$ cat src/rtl/mul_pkg.sv
// Shared parameters, FSM state encoding and digit-count helper for the
// Booth digit sequencer.
package mul_pkg;

    localparam int WIDTH      = 8;
    localparam int DIGIT_BITS = 4;

    typedef enum logic [0:0] {
        IDLE  = 1'b0,
        SHIFT = 1'b1
    } state_e;

    // An unsigned operand needs one extra (zero) bit so its top digit stays non-negative.
    function automatic int nd_count(input int width, input int digit_bits, input logic is_signed);
        int bits_s;
        if (is_signed) begin
            bits_s = width;
        end else begin
            bits_s = width + 1;
        end
        return (bits_s + digit_bits - 1) / digit_bits;
    endfunction

endpackage

$ cat src/rtl/booth_digit_decode.sv
// Combinational Booth window decoder: {group, previous MSB} -> signed digit.
module booth_digit_decode
    import mul_pkg::*;
#(
    parameter int DIGIT_BITS = mul_pkg::DIGIT_BITS
) (
    input  logic        [DIGIT_BITS:0] window,
    output logic signed [DIGIT_BITS:0] digit
);

    // Upper DIGIT_BITS bits read as two's complement, plus the borrowed previous bit.
    always_comb begin
        digit = $signed({window[DIGIT_BITS], window[DIGIT_BITS:1]})
              + $signed({{DIGIT_BITS{1'b0}}, window[0]});
    end

endmodule

$ cat src/rtl/booth_digit_sequencer.sv
// Streams a multiplier operand out as radix-2^DIGIT_BITS Booth digits with
// valid/ready handshakes on both sides.
module booth_digit_sequencer
    import mul_pkg::*;
#(
    parameter int WIDTH      = mul_pkg::WIDTH,
    parameter int DIGIT_BITS = mul_pkg::DIGIT_BITS,
    localparam int MAXD      = (WIDTH + DIGIT_BITS) / DIGIT_BITS,
    localparam int IDXW      = (MAXD > 1) ? $clog2(MAXD) : 1
) (
    input  logic                       clk,
    input  logic                       rst_n,
    input  logic                       in_valid,
    output logic                       in_ready,
    input  logic        [WIDTH-1:0]    in_data,
    input  logic                       in_signed,
    input  logic                       flush,
    output logic                       out_valid,
    input  logic                       out_ready,
    output logic        [DIGIT_BITS:0] out_window,
    output logic signed [DIGIT_BITS:0] out_digit,
    output logic        [IDXW-1:0]     out_idx,
    output logic                       out_last
);

    localparam int EXTW = MAXD * DIGIT_BITS;
    localparam int NDW  = IDXW + 1;
    localparam logic [NDW-1:0] ND_SIGNED   = NDW'(nd_count(WIDTH, DIGIT_BITS, 1'b1));
    localparam logic [NDW-1:0] ND_UNSIGNED = NDW'(nd_count(WIDTH, DIGIT_BITS, 1'b0));

    state_e          state_q, state_d;
    logic [EXTW-1:0] sreg_q, sreg_d;
    logic            prev_q, prev_d;
    logic [IDXW-1:0] idx_q, idx_d;
    logic [NDW-1:0]  nd_q, nd_d;
    logic            signed_q, signed_d;

    logic              last_s;
    logic              load_s;
    logic [EXTW-1:0]   ext_s;
    logic [2*EXTW-1:0] fill_s;
    logic [EXTW-1:0]   shifted_s;

    // Operand extension on load and sign/zero-filled right shift per digit.
    always_comb begin
        ext_s     = {{(EXTW-WIDTH){in_signed & in_data[WIDTH-1]}}, in_data};
        fill_s    = {{EXTW{signed_q & sreg_q[EXTW-1]}}, sreg_q};
        shifted_s = fill_s[DIGIT_BITS +: EXTW];
        last_s    = ({1'b0, idx_q} == (nd_q - NDW'(1)));
    end

    // Next-state and handshake logic; flush overrides any transfer or load.
    always_comb begin
        state_d   = state_q;
        sreg_d    = sreg_q;
        prev_d    = prev_q;
        idx_d     = idx_q;
        nd_d      = nd_q;
        signed_d  = signed_q;
        in_ready  = 1'b0;
        out_valid = 1'b0;
        load_s    = 1'b0;
        case (state_q)
            IDLE: begin
                in_ready = ~flush;
                if (in_valid && !flush) begin
                    load_s = 1'b1;
                end else begin
                    load_s = 1'b0;
                end
            end
            SHIFT: begin
                out_valid = 1'b1;
                in_ready  = out_ready & last_s & ~flush;
                if (flush) begin
                    state_d = IDLE;
                end else if (out_ready && last_s) begin
                    if (in_valid) begin
                        load_s = 1'b1;
                    end else begin
                        state_d = IDLE;
                    end
                end else if (out_ready) begin
                    prev_d = sreg_q[DIGIT_BITS-1];
                    sreg_d = shifted_s;
                    idx_d  = idx_q + IDXW'(1);
                end else begin
                    state_d = SHIFT;
                end
            end
            default: begin
                state_d = IDLE;
            end
        endcase
        if (load_s) begin
            state_d  = SHIFT;
            sreg_d   = ext_s;
            prev_d   = 1'b0;
            idx_d    = '0;
            nd_d     = in_signed ? ND_SIGNED : ND_UNSIGNED;
            signed_d = in_signed;
        end else begin
            signed_d = signed_d;
        end
    end

    // State registers.
    always_ff @(posedge clk or negedge rst_n) begin
        if (!rst_n) begin
            state_q  <= IDLE;
            sreg_q   <= '0;
            prev_q   <= 1'b0;
            idx_q    <= '0;
            nd_q     <= '0;
            signed_q <= 1'b0;
        end else begin
            state_q  <= state_d;
            sreg_q   <= sreg_d;
            prev_q   <= prev_d;
            idx_q    <= idx_d;
            nd_q     <= nd_d;
            signed_q <= signed_d;
        end
    end

    // Presented digit fields come straight from the held registers, so they stay stable under backpressure.
    always_comb begin
        out_window = {sreg_q[DIGIT_BITS-1:0], prev_q};
        out_idx    = idx_q;
        out_last   = (state_q == SHIFT) & last_s;
    end

    booth_digit_decode #(
        .DIGIT_BITS (DIGIT_BITS)
    ) u_decode (
        .window (out_window),
        .digit  (out_digit)
    );

endmodule

$ cat config.mk
export PLATFORM = sky130hd
export DESIGN_NAME = booth_digit_sequencer
export DESIGN_NICKNAME = d
export VERILOG_FILES = /design/src/rtl/mul_pkg.sv /design/src/rtl/booth_digit_decode.sv /design/src/rtl/booth_digit_sequencer.sv
export SDC_FILE = /design/constraint.sdc
export NUM_CORES = 1
export LEC_CHECK = 0
export ABC_CLOCK_PERIOD_IN_PS = 2600
export BUFFER_PORTS_ARGS = -buffer_cell sky130_fd_sc_hd__buf_2
export CORE_MARGIN = 8
export CORE_UTILIZATION = 48
export CTS_BUF_LIST = sky130_fd_sc_hd__clkbuf_8 sky130_fd_sc_hd__clkbuf_16
export DETAILED_ROUTE_END_ITERATION = 8
export PLACE_DENSITY = 0.77
export SKIP_LAST_GASP = 1
export SLEW_MARGIN = 20
export SYNTH_ARGS = -nofsm -noshare
export SYNTH_HDL_FRONTEND = slang
export SYNTH_HIERARCHICAL = 1
export SYNTH_SLANG_ARGS = --single-unit
$ cat constraint.sdc
create_clock -name clk -period 2.6 [get_ports clk]
set_input_delay 0.39 -clock clk [delete_from_list [all_inputs] [get_ports clk]]
set_output_delay 0.39 -clock clk [all_outputs]
set_load 0.005 [all_outputs]
==> impl_metrics.env <==
export IMPL_clock_power_share_pct=18.9
export IMPL_syn_inst=91
export IMPL_cp_start_kind="register"
export IMPL_worstMarginPinSlew_ns=0.354
export IMPL_io_pin_count=29
export IMPL_leakage_nw=0.494
export IMPL_die_area_mm2=0.00335
export IMPL_initial_core_util_pct=49.8
export IMPL_intPower_mw=0.611
export IMPL_design_area_mm2=0.00101
export IMPL_cts_hold_buf=0
export IMPL_synth_common_cells="dfrtp_1, nand2_1, nor2_1"
export IMPL_slew_viol_final=0
export IMPL_antenna_found_initial=0
export IMPL_rsz0062_at_grt="no"
export IMPL_post_route_period_util_pct=84.1
export IMPL_seq_power_share_pct=42.6
export IMPL_die_w_um=57.9
export IMPL_worstSetupEndpointType="primary output"
export IMPL_cts_sinks=16
export IMPL_area_growth_pct=19.6
export IMPL_drt_wl_total_mm=1.82
export IMPL_dpl_worst_slack_ns=0.443
export IMPL_crit_cells=6
export IMPL_setup_viol=0
export IMPL_cts_resized=0
export IMPL_cts_buffers=3
export IMPL_fin_crit_ns=2.19
export IMPL_synthTopCellsByArea="dfrtp_1, nand2_1, a31oi_1, buf_4, nor2_1"
export IMPL_portBuffers=28
export IMPL_fmax_mhz=457
export IMPL_postLayoutCoreUtil_pct=59.6
export IMPL_tritoncts="yes"
export IMPL_finalHoldViolCount=0
export IMPL_ys_warn_count=6
export IMPL_dr_pass1_iters=4
export IMPL_cts_buffer_depth=2
export IMPL_status="completed"
export IMPL_path_buf_inv=2
export IMPL_ctsRootBufferMaster="clkbuf_8"
export IMPL_drtAntennaViolNets=0
export IMPL_powerDensity_mw_per_mm2=927
export IMPL_vias=723
export IMPL_cpPeakStageDelay_ns=0.39
export IMPL_drt_initial_drc_count=7
export IMPL_routedWlPerCell_um=13.8
export IMPL_insertion_delay_ns=0.24
export IMPL_ys_seq_area_share_pct=47.6
export IMPL_crit_chain="inv_1 > ha_1 > xnor2_1 > o41a_1 > nor2_1 > buf_2"
export IMPL_regToRegEndpoint="sreg_q[6]"
export IMPL_drive_gt1_share_pct=31.3
export IMPL_grt_pass1_vias=760
export IMPL_clk_transition_reported_paths_ns=0.06
export IMPL_timing_final_ws_setup_ns=0.413
export IMPL_synth_most_common_cell="dfrtp_1"
export IMPL_r2r_setup_slack_ns=0.43
export IMPL_cts_setup_buffers=0
export IMPL_fp_coreArea_mm2=0.00169
export IMPL_syn_avg_cell_area_um2=9.24
export IMPL_drc=0
export IMPL_syn_area_um2=841
export IMPL_nets=134
export IMPL_cp_arrival_ns=1.80
export IMPL_place_congestion=0.896
export IMPL_critPathSlowestCell="o41a_1"
export IMPL_cts_htree_levels=1
export IMPL_crit_required_ns=2.21
export IMPL_placed_cells=129
export IMPL_num_fill_cells=163
export IMPL_maxCapViolCount=0
export IMPL_groute_usage_overall_pct=11.9
export IMPL_grt_pass1_wl_mm=3.17
export IMPL_ys_ff_latch=16
export IMPL_max_slew_margin_rel_pct=76.4
export IMPL_netlist_top_cell_by_area="dfrtp_1"
export IMPL_grt_overflow_total=0
export IMPL_worst_path_max_fanout=4
export IMPL_instances_no_fill=132
export IMPL_synth_nets=108
export IMPL_synth_edf_count=0
export IMPL_critPathTopFamily="compound AO/OA/AOI/OAI gates"
export IMPL_placed_area_um2=965
export IMPL_ys_async_sr_fraction_pct=100
export IMPL_multiInputGateArea_um2=365
export IMPL_fin_setup_tns_ns=0
export IMPL_seq_area_um2=400
export IMPL_hpwl_mm=1.47
export IMPL_criticalPathCategory="register to primary output"
export IMPL_r2r_start="nd_q[0]"
export IMPL_grt_max_degree=23
export IMPL_synth_flop_cell="dfrtp_1"
export IMPL_power_frac_comb_pct=38.5
export IMPL_hold_path_class="primary input to async pin"
export IMPL_synth_top_area_share_pct=47.6
export IMPL_switchingPower_mw=0.322
export IMPL_num_rows=15
export IMPL_peakVddDrop_mv=0.459
export IMPL_skew_ns=0.00244
export IMPL_synth_cell_types=27
export IMPL_die_h_um=57.9
export IMPL_diodes=0
export IMPL_reg2reg_depth=7
export IMPL_via_per_inst=5.48
export IMPL_swShare_pct=34.6
## metrics by stage
step           hold slack, ns  total power, mW
2_1_floorplan          0.0944            0.642
3_3_place_gp            0.319            0.746
3_5_place_dp            0.322            0.767
4_1_cts                0.0620            0.945
5_1_grt                0.0778             1.01
6_report               0.0486            0.933
## cells by family (layout without fill, tap and decap cells)
kind of cell               count (synthesis)  after routing  synth area share, %
and+or+nand+nor                           33             33                 17.3
xor gates and xnor gates                   4              4                 4.17
AOI/OAI and AO/OA                         19             19                 15.6
adders and majority gates                  3              3                 4.46
DFF                                       16             16                 47.6
muxes                                      1              1                 1.19
buffers and inverters                     15             39                 9.67
## registers in the layout, summed over array words and instances (netlist names)
register  count
prev_q        1
out_idx       2
sreg_q        9
signed_q      1
nd_q          2
state_q       1
## worst max path at each step
stage | start | endpoint | slack [ns]
global placement | nd_q[0] | sreg_q[5] | 0.52
global route | nd_q[0] | in_ready | 0.32
CTS | nd_q[0] | in_ready | 0.41
detailed placement | nd_q[0] | sreg_q[4] | 0.44
finish | nd_q[0] | in_ready | 0.41
floorplan | nd_q[0] | sreg_q[4] | 0.64
## metal layers
metal	up-vias	GRT usage [%]	share of wire (%)
met1	349	12.7	42
li1	357	-	-
met5	-	0	0
met3	2	3.97	7.0
met2	15	19.7	51
met4	0	7.34	0.44
## layout by cell type, fill, tap and decap left out
cell and instances:
buf_4 2, o31ai_1 1, xor2_1 1, a21boi_0 1, xnor2_1 3, clkbuf_8 3, nor2_1 11, a31oi_1 8
a21boi_1 1, o21ai_0 3, inv_1 6, o41a_1 1, nand2b_1 1, mux2i_1 1, buf_2 28, nand2_2 1
dfrtp_1 16, nor4b_1 1, a32o_1 1, a221oi_2 1, ha_1 3, nor3_2 1, nand3_1 2, or3_1 1
o2bb2ai_1 1, o21ai_1 1, nand2_1 15
## layout make-up
class	count	share of cell area [%]
flip-flops and latches	16	39.8
multi-input cells	60	36.3
repair buffers	30	15.4
well taps	17	2.11
inverters	6	2.24
clock buffers	3	4.10
## power by group through the flow
| stage | registers (mW) | clock network, mW | logic (mW) |
|---|---|---|---|
| 2_1_floorplan | 0.387 | 0 | 0.255 |
| 3_3_place_gp | 0.396 | 0 | 0.349 |
| 3_5_place_dp | 0.403 | 0 | 0.364 |
| 4_1_cts | 0.398 | 0.181 | 0.366 |
| 5_1_grt | 0.409 | 0.192 | 0.408 |
| 6_report | 0.398 | 0.176 | 0.359 |
Power figures use the tool's default switching activity.
